==> config.mk <==
export PLATFORM = sky130hd
export DESIGN_NAME = multicycle_control_unit
export DESIGN_NICKNAME = d
export VERILOG_FILES = /design/src/rtl/multicycle_control_unit.sv
export SDC_FILE = /design/constraint.sdc
export NUM_CORES = 1
export LEC_CHECK = 0
export CORE_MARGIN = 2
export CORE_UTILIZATION = 46
export CTS_CLUSTER_DIAMETER = 80
export DETAILED_ROUTE_END_ITERATION = 8
export PLACE_DENSITY = 0.81
export SLEW_MARGIN = 30
export SYNTH_ARGS = -nofsm -noshare
export SYNTH_HDL_FRONTEND = slang
export SYNTH_SLANG_ARGS = --single-unit
==> constraint.sdc <==
create_clock -name clk -period 2.3 [get_ports clk]
set_clock_uncertainty 0.2 [all_clocks]
set_input_delay 0.23 -clock clk [delete_from_list [all_inputs] [get_ports clk]]
set_output_delay 0.23 -clock clk [all_outputs]
set_load 0.02 [all_outputs]
==> src/rtl/multicycle_control_unit.sv <==
// Main controller for the multicycle RV32I datapath.
// Sequences fetch/decode/execute/memory/writeback, inserts synchronous-read
// memory wait states and halts on ECALL, EBREAK or an unknown opcode.
// Controls are a function of the current state and the instruction-register
// fields. Zero is only consulted for the branch PC enable.
module multicycle_control_unit #(
  parameter int MEM_WAIT = 1  // extra cycles in FETCH / MEMREAD (0..7)
) (
  input  logic       clk,
  input  logic       reset,        // asynchronous, active low
  input  logic [6:0] op_code,
  input  logic [2:0] funct3,
  input  logic [6:0] funct7,
  input  logic       Zero,
  output logic       adr_src,
  output logic       mem_write,
  output logic       IR_write,
  output logic       reg_write,
  output logic       PC_write,
  output logic [1:0] result_src,
  output logic [1:0] alu_src_a,
  output logic [1:0] alu_src_b,
  output logic [2:0] imm_src,
  output logic [3:0] alu_control,
  output logic       halted,
  output logic       illegal_instr
);

  localparam logic [6:0] OP_LOAD   = 7'b0000011;
  localparam logic [6:0] OP_STORE  = 7'b0100011;
  localparam logic [6:0] OP_R      = 7'b0110011;
  localparam logic [6:0] OP_I      = 7'b0010011;
  localparam logic [6:0] OP_BRANCH = 7'b1100011;
  localparam logic [6:0] OP_JAL    = 7'b1101111;
  localparam logic [6:0] OP_JALR   = 7'b1100111;
  localparam logic [6:0] OP_LUI    = 7'b0110111;
  localparam logic [6:0] OP_AUIPC  = 7'b0010111;
  localparam logic [6:0] OP_SYSTEM = 7'b1110011;
  localparam logic [6:0] OP_FENCE  = 7'b0001111;

  localparam logic [2:0] IMM_I = 3'd0;
  localparam logic [2:0] IMM_S = 3'd1;
  localparam logic [2:0] IMM_B = 3'd2;
  localparam logic [2:0] IMM_J = 3'd3;
  localparam logic [2:0] IMM_U = 3'd4;

  localparam logic [3:0] ALU_ADD  = 4'd0;
  localparam logic [3:0] ALU_SUB  = 4'd1;
  localparam logic [3:0] ALU_AND  = 4'd2;
  localparam logic [3:0] ALU_OR   = 4'd3;
  localparam logic [3:0] ALU_XOR  = 4'd4;
  localparam logic [3:0] ALU_SLT  = 4'd5;
  localparam logic [3:0] ALU_SLTU = 4'd6;
  localparam logic [3:0] ALU_SLL  = 4'd7;
  localparam logic [3:0] ALU_SRL  = 4'd8;
  localparam logic [3:0] ALU_SRA  = 4'd9;

  typedef enum logic [3:0] {
    S_FETCH, S_DECODE, S_MEMADR, S_MEMREAD, S_MEMWB, S_MEMWRITE,
    S_EXEC_R, S_EXEC_I, S_ALUWB, S_BRANCH, S_JAL, S_JALR_ADR,
    S_JALR_JMP, S_LUI, S_AUIPC, S_HALT
  } state_t;

  state_t     state, state_nx;
  logic [2:0] cnt;
  logic       illegal_q;
  logic       wait_done;
  logic       br_taken;
  logic [3:0] br_alu;
  logic       unused_f7;

  // only funct7[5] distinguishes SUB/SRA; the other bits are don't-care here
  assign unused_f7 = ^{funct7[6], funct7[4:0]};
  assign wait_done = (cnt == 3'(MEM_WAIT));

  // funct3 -> ALU op; SUB only exists for register-register ops
  function automatic logic [3:0] alu_op(input logic [2:0] f3, input logic f7b5,
                                        input logic is_r);
    case (f3)
      3'b000:  return (is_r && f7b5) ? ALU_SUB : ALU_ADD;
      3'b001:  return ALU_SLL;
      3'b010:  return ALU_SLT;
      3'b011:  return ALU_SLTU;
      3'b100:  return ALU_XOR;
      3'b101:  return f7b5 ? ALU_SRA : ALU_SRL;
      3'b110:  return ALU_OR;
      default: return ALU_AND;
    endcase
  endfunction

  // branch compare op and taken decision from the ALU Zero flag
  always_comb begin
    br_alu   = ALU_SUB;
    br_taken = 1'b0;
    case (funct3)
      3'b000: begin br_alu = ALU_SUB;  br_taken = Zero;  end
      3'b001: begin br_alu = ALU_SUB;  br_taken = !Zero; end
      3'b100: begin br_alu = ALU_SLT;  br_taken = !Zero; end
      3'b101: begin br_alu = ALU_SLT;  br_taken = Zero;  end
      3'b110: begin br_alu = ALU_SLTU; br_taken = !Zero; end
      3'b111: begin br_alu = ALU_SLTU; br_taken = Zero;  end
      default: ;
    endcase
  end

  // next-state selection
  always_comb begin
    state_nx = state;
    case (state)
      S_FETCH:    if (wait_done) state_nx = S_DECODE;
      S_DECODE: begin
        case (op_code)
          OP_LOAD, OP_STORE: state_nx = S_MEMADR;
          OP_R:              state_nx = S_EXEC_R;
          OP_I:              state_nx = S_EXEC_I;
          OP_BRANCH:         state_nx = S_BRANCH;
          OP_JAL:            state_nx = S_JAL;
          OP_JALR:           state_nx = S_JALR_ADR;
          OP_LUI:            state_nx = S_LUI;
          OP_AUIPC:          state_nx = S_AUIPC;
          OP_FENCE:          state_nx = S_FETCH;
          default:           state_nx = S_HALT;  // SYSTEM or unknown
        endcase
      end
      S_MEMADR:   state_nx = (op_code == OP_LOAD) ? S_MEMREAD : S_MEMWRITE;
      S_MEMREAD:  if (wait_done) state_nx = S_MEMWB;
      S_MEMWB:    state_nx = S_FETCH;
      S_MEMWRITE: state_nx = S_FETCH;
      S_EXEC_R:   state_nx = S_ALUWB;
      S_EXEC_I:   state_nx = S_ALUWB;
      S_ALUWB:    state_nx = S_FETCH;
      S_BRANCH:   state_nx = S_FETCH;
      S_JAL:      state_nx = S_ALUWB;
      S_JALR_ADR: state_nx = S_JALR_JMP;
      S_JALR_JMP: state_nx = S_ALUWB;
      S_LUI:      state_nx = S_FETCH;
      S_AUIPC:    state_nx = S_ALUWB;
      S_HALT:     state_nx = S_HALT;
      default:    state_nx = S_FETCH;
    endcase
  end

  // state, wait counter (cleared on every state change) and halt cause
  always_ff @(posedge clk or negedge reset) begin
    if (!reset) begin
      state     <= S_FETCH;
      cnt       <= '0;
      illegal_q <= 1'b0;
    end else begin
      state <= state_nx;
      if (state_nx != state)
        cnt <= '0;
      else if (state == S_FETCH || state == S_MEMREAD)
        cnt <= cnt + 3'd1;
      if (state == S_DECODE && state_nx == S_HALT && op_code != OP_SYSTEM)
        illegal_q <= 1'b1;
    end
  end

  // per-state datapath controls; everything held at 0 while in reset
  always_comb begin
    adr_src     = 1'b0;
    mem_write   = 1'b0;
    IR_write    = 1'b0;
    reg_write   = 1'b0;
    PC_write    = 1'b0;
    result_src  = 2'd0;
    alu_src_a   = 2'd0;
    alu_src_b   = 2'd0;
    imm_src     = IMM_I;
    alu_control = ALU_ADD;
    halted      = 1'b0;
    if (reset) begin
      case (state)
        S_FETCH: begin
          alu_src_b  = 2'd2;
          result_src = 2'd2;
          if (wait_done) begin
            IR_write = 1'b1;
            PC_write = 1'b1;
          end
        end
        S_DECODE: begin
          alu_src_a = 2'd1;
          alu_src_b = 2'd1;
          imm_src   = (op_code == OP_JAL) ? IMM_J : IMM_B;
        end
        S_MEMADR: begin
          alu_src_a = 2'd2;
          alu_src_b = 2'd1;
          imm_src   = (op_code == OP_STORE) ? IMM_S : IMM_I;
        end
        S_MEMREAD:  adr_src = 1'b1;
        S_MEMWB: begin
          result_src = 2'd1;
          reg_write  = 1'b1;
        end
        S_MEMWRITE: begin
          adr_src   = 1'b1;
          mem_write = 1'b1;
        end
        S_EXEC_R: begin
          alu_src_a   = 2'd2;
          alu_control = alu_op(funct3, funct7[5], 1'b1);
        end
        S_EXEC_I: begin
          alu_src_a   = 2'd2;
          alu_src_b   = 2'd1;
          alu_control = alu_op(funct3, funct7[5], 1'b0);
        end
        S_ALUWB:    reg_write = 1'b1;
        S_BRANCH: begin
          alu_src_a   = 2'd2;
          alu_control = br_alu;
          PC_write    = br_taken;
        end
        S_JAL, S_JALR_JMP: begin
          PC_write  = 1'b1;
          alu_src_a = 2'd1;
          alu_src_b = 2'd2;
        end
        S_JALR_ADR: begin
          alu_src_a = 2'd2;
          alu_src_b = 2'd1;
        end
        S_LUI: begin
          imm_src    = IMM_U;
          result_src = 2'd3;
          reg_write  = 1'b1;
        end
        S_AUIPC: begin
          alu_src_a = 2'd1;
          alu_src_b = 2'd1;
          imm_src   = IMM_U;
        end
        S_HALT:     halted = 1'b1;
        default: ;
      endcase
    end
  end

  assign illegal_instr = illegal_q;

endmodule

==> Yosys cells after proc, flatten, opt, wreduce, memory -nomap -nowiden <==
Index checks and enable logic that the tools add are counted.
{ "totals": {"register_bits": 8, "latchBits": 0, "mem_bits_rw": 0, "romBits": 0, "inputBits": 20, "out_inout_bits": 20, "wordCells": 100, "mem_count": 0} }
{ "op_classes": {"add_sub_neg": 1, "mul": 0, "div_mod_pow": 0, "magnitude_cmp": 0, "eq_ne": 36, "shifts": 0, "n_mux": 38, "bitwise_logic": 0, "reduce_logical": 22} }
{ "op_table": {"columns": ["op", "n"], "rows": [
  ["$pmux 4 s7", 2],
  ["$eq 4x4->1 const B", 9],
  ["$pmux 4 s9", 1],
  ["$pmux 4 s8", 1],
  ["$eq 7x6->1 const B", 3],
  ["$eq 7x7->1 const B", 3],
  ["$reduce_or 5->1", 4],
  ["$eq 4x3->1 const B", 4],
  ["$mux 1", 16],
  ["$eq 7x5->1 const B", 2],
  ["$eq 3x3->1 const B", 4],
  ["$mux 3", 4],
  ["$mux 4", 3],
  ["$pmux 4 s3", 1],
  ["$reduce_or 2->1", 6],
  ["$reduce_or 3->1", 4],
  ["$pmux 3 s3", 1],
  ["$eq 4x2->1 const B", 2],
  ["$pmux 2 s2", 2],
  ["$eq 7x2->1 const B", 1],
  ["$eq 7x4->1 const B", 1],
  ["$ne 7x7->1 const B", 1],
  ["$eq 3x1->1 const B", 2],
  ["$eq 3x2->1 const B", 2],
  ["15 further kinds", 18]
]} }

==> Longest topological paths before layout <==
Gate-level depths: netlist (run 1).
{ "depth": {"word_depth": 7, "depth_mapped": 7, "ltp_nobuf": 7} }

==> Worst setup path before layout (run 1) <==
No wires, ideal clock.
{ "synth_timing": {"path_kind": "register -> output", "startpoint": "register state[2]", "endpoint": "output port PC_write", "t_arrival_ps": 1758, "t_required_ps": 1870, "slack_ps": 112, "stages_incl_launch_ff": 7, "path_buffers": 1, "path_cell_list": "dfrtp_1 > clkbuf_1 > or2_2 > o2bb2ai_1 > and3_1 > a31oi_1 > nor2b_1"} }
{ "synth_via": {"elab_chain_cells": 4, "elab_cells_between_ends": 7} }
{ "synth_lines": {"columns": ["item", "line", "source"], "rows": [
  ["start: declaration", "64", "state_t state, state_nx;"],
  ["start signal: assignment", "150", "state <= state_nx;"],
  ["$eq 4x4->1", "174", "case (state)"],
  ["$reduce_or 2->1", "174", null],
  ["$pmux 1 s3 *", "174", null],
  ["$mux 1 *", "173", "if (reset) begin"],
  ["end: declaration", "19", "output logic PC_write,"]
]} }
Mark *: on every way between the ends. The rest lies on a longest branch, timed or not.

==> Final worst setup path (run 1) <==
{ "layout_timing": {"startpoint": "register state[3]", "endpoint": "register cnt[0]"} }
{ "layout_via": {"elab_chain_cells": 5, "elab_cells_between_ends": 25} }
{ "layout_lines": {"columns": ["item", "line", "source"], "rows": [
  ["$eq 4x3->1 or $eq 4x4->1 (tied branches)", "109", "case (state)"],
  ["$reduce_or 5->1 (no source line)", null, null],
  ["$pmux 4 s8", "109", null],
  ["$ne 4x4->1", "151", "if (state_nx != state)"],
  ["$mux 3 or $reduce_bool 2->1 (tied branches)", null, null],
  ["end signal: assignment", "154", "cnt <= cnt + 3'd1;"],
  ["end: declaration", "65", "logic [2:0] cnt;"]
]} }
Several ways; a longest one is shown, not always the timed one.
A chain may end at the register's enable or synchronous reset.

==> results of run 1 <==
cells by family after synthesis:
group | after synthesis | share of synthesized area [%]
buffers and inverters | 16 | 6.67
xor gates and xnor gates | 9 | 6.67
and+or+nand+nor | 85 | 41.9
DFF | 8 | 16.9
AOI/OAI and AO/OA | 43 | 24.9
muxes | 1 | 0.847
adders and majority gates | 2 | 2.12
flip-flops by register name, summed over array words and instances, names as in the netlist:
register and cells:
state 4, cnt 3, illegal_instr 1
worst min-delay path by stage:
stage                     slack [ns]                         to                      start
after floorplan                -0.27         cnt[0]$_DFFE_PN0P_                      reset
after global placement          0.26  illegal_instr$_DFFE_PN0P_  illegal_instr$_DFFE_PN0P_
after detailed placement        0.27  illegal_instr$_DFFE_PN0P_  illegal_instr$_DFFE_PN0P_
after CTS                       0.15         state[2]$_DFF_PN0_                      reset
after global routing            0.18         state[1]$_DFF_PN0_                      reset
final                           0.16         state[1]$_DFF_PN0_                      reset
synth_stat cells, drive strengths merged, types with 4 or more instances:
library cell | instances | area (sq um)
nand2 | 16 | 60.1
or3 | 4 | 25.0
nor4 | 4 | 25.0
o21ai | 8 | 40.0
dfrtp | 8 | 200
nand3 | 7 | 35.0
nor2 | 13 | 48.8
a21oi | 12 | 60.1
nor2b | 8 | 50.1
and3 | 4 | 30.0
clkbuf | 5 | 18.8
nor3 | 7 | 35.0
xnor2 | 4 | 35.0
xor2 | 5 | 43.8
buf | 8 | 48.8
repair_timing:
item | CTS | global route
cloned | 0 | 0
setup endpoints to repair | 18 | 16
resized for setup | 31 | 25
pin swaps | 0 | 5
buffers inserted | 2 | 5
metrics by stage:
step           util [%]  cell area, sq um  TNS (ns)  hold slack (ns)  power, mW
2_1_floorplan         -              1180         0           -0.266      0.940
3_3_place_gp       74.5              1830     -1.35            0.260       1.48
3_5_place_dp       74.5              1830     -2.10            0.269       1.53
4_1_cts            76.1              1870         0            0.145       1.63
5_1_grt            79.9              1960   -0.0265            0.182       1.92
6_report           79.9              1960         0            0.157       1.79
metal layers:
| layer | vias to the layer above | share of wire (%) | global-route usage [%] |
|---|---|---|---|
| met5 | - | 0 | 0 |
| met4 | 0 | 2.5 | 13.8 |
| met3 | 10 | 4.7 | 3.28 |
| met2 | 55 | 51 | 51.4 |
| met1 | 706 | 42 | 29.4 |
| li1 | 759 | - | - |
cell type report:
type / instances / area share (%)
multi-input combinational: 140 / 49.9
inverter: 3 / 0.574
clock buffer: 3 / 1.15
sequential: 8 / 10.3
timing repair buffer: 86 / 36.2
tap: 30 / 1.91
power groups by stage:
stage	combinational [mW]	clock, mW	sequential [mW]
2_1_floorplan	0.718	0	0.222
3_3_place_gp	1.25	0	0.227
3_5_place_dp	1.30	0	0.228
4_1_cts	1.29	0.115	0.226
5_1_grt	1.57	0.118	0.237
6_report	1.45	0.110	0.231
cells in the final DEF, fill, tap and decap left out, types with 3 or more instances in the layout:
master	instances
clkdlybuf4s50_1	15
buf_4	51
nor2_1	11
dlymetal6s2s_1	3
a21oi_1	11
dlygate4sd2_1	8
nand3_1	7
a31oi_1	3
xor2_1	5
or3_1	4
nand2b_1	3
o31ai_1	3
buf_2	3
o21ai_0	8
nor4_2	3
nand2_1	16
nor2b_1	8
xnor2_1	4
and3_1	3
nor3_2	3
dfrtp_1	6
buf_6	3
nor3_1	4
clkbuf_4	3
==> reports/qor.txt, run 1 <==
PwrDens = 914 nW/um^2
# fillers = 172
Stages on worst setup path = 8
routed wire length = 3890 um
Cell variety after synth = 53
PnR worst setup slack = 0.0520 ns
Crit path arrival time = 2.17 ns
I/O Buffers = 33
Synth async-reset ratio = 100%
first-pass GRT wire length = 6030 um
Buf+Inv Stages, Crit Path = 3
Die ar. = 2990 sq um
worst path cell trace = buf_6, nor4b_4, buf_4, o41ai_2, a31o_2, buf_6, a211oi_4, nor4_2
slowest CP cell = dfrtp_2
combinational share of power = 81.0%
remaining antenna violation count = 0
GPL Wtd Cong = 0.880
WS Path Type = flop to flop
Reg2Reg Setup Slack = 0.05 ns
Antenna diodes = 0
placed cells = 260
crit path to = cnt[0]$_DFFE_PN0P_
Layout Nets = 264
Clk Latency, worst-skew pair = 0.25 ns
most frequent CP cell = buf_6
total I/O pin count = 40
Avg Inst Size Synth = 7.21 sq um
Final Hold Fails = 0
Worst R2R Start = state[3]$_DFF_PN0_
critical path launch point = state[3]$_DFF_PN0_
Syn. warnings = 0
DP Worst Slack = -0.415 ns
Worst Tran Pin Value = 0.453 ns
Sink Count = 8
Critical Path Fanout Max = 7
max-slew violations = 0
reg2reg path depth = 8
Synthesized Nets = 186
FP Rows = 18
post-DR vias/cell = 5.67
Mapped Cells = 164
Max Cap Viol = 0
Setup-failing EPs final = 0
H-Tree Level Count = 1
CP endpoint kind = flop
Peak Freq = 0.445 GHz
Max clock buf depth = 2
Die Ht = 54.7 um
Finished Layout Cells = 270
core area = 2450 sq um
Switch Pwr = 0.833 mW
Worst Path Required = 2.22 ns
Die X = 54.7 um
Main synth FF type = dfrtp_1
Rel. slew slack = 69.5%
initial cell density of the core = 48.2%
Seq/Total Area, Yosys = 16.9%
Worst-path clk slew = 0.06 ns
P_int = 0.960 mW
register share of total power = 12.9%
Synth Register Bits = 8
RSZ-0062 raised after global routing = yes
CP max stage delay = 0.44 ns
Hold Buf Count CTS = 0
FF+latch area = 203 sq um
min Tclk post-route = 2.25 ns
initial drt markers = 28
Area Growth Syn to Fin = 65.9%
clock power share = 6.1%
layout cell share with drive strength beyond 1 = 35.0%
CP delay by family, top = compound AO/OA/AOI/OAI gates
Post-synth EDFFs = 0
CTS tree = built
status = finished, final reports clean
leakage power = 0.936 nW
vias = 1530
DRC = 0
antenna violations before repair = 0
Overflow after GRT = 0
number of global-route vias before repair = 1488
fin crit share = 97.7%
wire length per cell = 14.4 um
hpwl dp = 2890 um
RR Endpoint = cnt[0]$_DFFE_PN0P_
area of the multi-input gates = 978 sq um
Worst setup SP type = flop
aggregate global-route resource usage = 27.3%
synthesized cell area = 1180 sq um
TritonRoute pass-1 iters = 4
sw frac = 46.4%
TritonCTS Buffers = 3
Clock Tree Root = clkbuf_4
largest net degree at the start of global routing = 11
peak supply drop = 0.000761 V
worst hold path type = primary input to async pin
Note: power is estimated with default switching activity, not from simulation.
==> run 2, diff against run 1 <==
--- a/config.mk
+++ b/config.mk
@@ -5,11 +5,11 @@
 export SDC_FILE = /design/constraint.sdc
 export NUM_CORES = 1
 export LEC_CHECK = 0
-export CORE_MARGIN = 2
-export CORE_UTILIZATION = 46
+export CORE_MARGIN = 5
+export CORE_UTILIZATION = 40
 export CTS_CLUSTER_DIAMETER = 80
 export DETAILED_ROUTE_END_ITERATION = 8
-export PLACE_DENSITY = 0.81
+export PLACE_DENSITY = 0.72
 export SLEW_MARGIN = 30
 export SYNTH_ARGS = -nofsm -noshare
 export SYNTH_HDL_FRONTEND = slang
==> reports/qor.txt, run 2 (synthesis results as in run 1) <==
vias = 1495 (-2.3%)
sw frac = 46.7% (+0.28 points)
Peak Freq = 0.445 GHz (about the same)
number of global-route vias before repair = 1454 (-2.3%)
most frequent cells in the layout = 46 x buf_4, 16 x nand2_1, 13 x nor2_1, 13 x clkdlybuf4s50_1, 12 x a21oi_1
CP delay by family, top = compound AO/OA/AOI/OAI gates
register share of total power = 14.2% (+1.3 points)
reg2reg path depth = 8 (unchanged)
RSZ-0062 raised after global routing = yes
largest net degree at the start of global routing = 11 (unchanged)
slowest CP cell = dfrtp_2
Area after DPL = 1820 sq um (-0.34%)
Finished Layout Cells = 266 (-1.5%)
core area = 2810 sq um (+14%)
P_int = 0.925 mW (-3.7%)
Switch Pwr = 0.811 mW (-2.7%)
Worst setup SP type = flop
fin crit share = 97.7% (about the same)
min Tclk post-route = 2.25 ns (-0.000897 ns)
leakage power = 0.947 nW (+1.1%)
final core occ = 69.4% (-11 points)
FP Rows = 19 (+1)
combinational share of power = 79.1% (-1.9 points)
# fillers = 228 (+33%)
WS Path Type = flop to flop
GPL Wtd Cong = 0.866 (-1.5%)
Worst Path Required = 2.24 ns (+0.02 ns)
Worst Tran Pin Value = 0.469 ns (+0.0159 ns)
Reg2Reg Setup Slack = 0.05 ns (about the same)
placed cells = 260 (unchanged)
Setup-failing EPs final = 0 (unchanged)
Antenna diodes = 0 (unchanged)
Max clock buf depth = 2 (unchanged)
Clock Tree Root = clkbuf_4
TritonCTS Buffers = 3 (unchanged)
Worst-path clk slew = 0.06 ns (about the same)
CP endpoint kind = flop
Worst R2R Start = state[2]$_DFF_PN0_
Max Cap Viol = 0 (unchanged)
PwrDens = 891 nW/um^2 (-2.5%)
Biggest register = state
Total Power = 1.74 mW (-3.2%)
CTS tree = built
critical path launch point = state[2]$_DFF_PN0_
Layout Nets = 259 (-1.9%)
commonest non-fill, non-tap cell in the layout = buf_4
initial drt markers = 80 (+190%)
Die Ht = 64.4 um (+18%)
Final Hold Fails = 0 (unchanged)
Setup Total Neg Slack = 0 ns (unchanged)
Critical Path Fanout Max = 8 (+1)
CP max stage delay = 0.46 ns (+0.02 ns)
clock power share = 6.7% (+0.6 points)
DRC = 0 (unchanged)
first-pass GRT wire length = 6200 um (+2.8%)
most frequent CP cell = buf_6
peak supply drop = 0.000521 V (-32%)
aggregate global-route resource usage = 18.3% (-9.1 points)
Sink Count = 8 (unchanged)
TritonRoute pass-1 iters = 4 (unchanged)
routed wire length = 3850 um (-1.0%)
Die ar. = 4140 sq um (+38%)
hpwl dp = 2980 um (+2.9%)
Crit path arrival time = 2.18 ns (about the same)
Buf+Inv Stages, Crit Path = 3 (unchanged)
Die X = 64.4 um (+18%)
Design Area, Final = 1950 sq um (-0.77%)
Area Growth Syn to Fin = 64.7%
antenna violations before repair = 0 (unchanged)
Overflow after GRT = 0 (unchanged)
remaining antenna violation count = 0 (unchanged)
layout cell share with drive strength beyond 1 = 34.9% (-0.11 points)
wire length per cell = 14.5 um (+0.46%)
number of flip-flops in the largest register = 4 (unchanged)
status = finished, final reports clean
worst path cell trace = buf_6, nor4b_4, buf_4, buf_6, o41ai_1, a31o_2, a211oi_4, nor4_1
Clk Latency, worst-skew pair = 0.27 ns (+0.02 ns)
total I/O pin count = 40 (unchanged)
RR Endpoint = cnt[0]$_DFFE_PN0P_
H-Tree Level Count = 1 (unchanged)
worst hold path type = primary input to async pin
post-DR vias/cell = 5.62 (-0.82%)
max-slew violations = 0 (unchanged)
I/O Buffers = 33 (unchanged)
Rel. slew slack = 68.7% (-0.78 points)
initial cell density of the core = 42.1% (-6.0 points)
==> run 2: timing repair <==
item / CTS / global route
pin swaps: 1 / 7
hold buffers: 0 / 0
cloned: 0 / 0
endpoints found under the setup margin: 18 / 15
buffers inserted: 2 / 1
gates resized for setup: 32 / 35
==> run 2: stage by stage <==
stage / hold slack [ns] / setup WS [ns]
after global routing: 0.196 / -0.0697
final: 0.167 / 0.0529
after global placement: 0.264 / -0.430
after CTS: 0.159 / -0.0129
after floorplan: -0.266 / 0.112
after detailed placement: 0.259 / -0.472
==> run 2: worst max path at each step <==
stage	end	slack [ns]	depth (start not counted)
finish	cnt[0]$_DFFE_PN0P_	0.05	8
floorplan	PC_write	0.11	6
detailed placement	PC_write	-0.47	7
global placement	PC_write	-0.43	7
CTS	PC_write	-0.01	7
global route	PC_write	-0.07	7
==> run 2: worst reg2reg max path, stage by stage (launching register included) <==
cell and delay (ns):
dfrtp_2 0.46, buf_6 0.15, nor4b_4 0.30, buf_4 0.17, buf_6 0.11, o41ai_1 0.06, a31o_2 0.25, a211oi_4 0.31
nor4_1 0.10
==> run 2: area by class of cell <==
cell class              count  area (sq um)  share of cell area (%)
multi-input cells         140           995                    51.1
repair buffers             81           674                    34.6
flip-flops and latches      8           205                    10.5
well taps                  31          38.8                    1.99
clock buffers               3          22.5                    1.16
inverters                   3          11.3                   0.578
==> run 2: routing by layer <==
layer	wire length (um)	vias to the layer above	global-route usage (%)
met2	1980	41	34.9
met5	0	-	0
met4	70	0	6.86
met1	1660	699	20.0
met3	137	7	2.80
li1	-	748	-
==> run 2: power by group through the flow <==
stage | clock (mW) | sequential (mW) | combinational, mW
after floorplan | 0 | 0.222 | 0.718
after global placement | 0 | 0.233 | 1.22
after detailed placement | 0 | 0.236 | 1.26
after CTS | 0.119 | 0.237 | 1.26
after global routing | 0.132 | 0.255 | 1.49
final | 0.116 | 0.247 | 1.37
==> run 3, diff against run 2 <==
--- a/config.mk
+++ b/config.mk
@@ -7,7 +7,7 @@
 export LEC_CHECK = 0
 export CORE_MARGIN = 5
 export CORE_UTILIZATION = 40
-export CTS_CLUSTER_DIAMETER = 80
+export CTS_CLUSTER_DIAMETER = 50
 export DETAILED_ROUTE_END_ITERATION = 8
 export PLACE_DENSITY = 0.72
 export SLEW_MARGIN = 30
==> results of run 3 <==
Same layout as run 2: the final DEF is identical, and so are final timing and power.
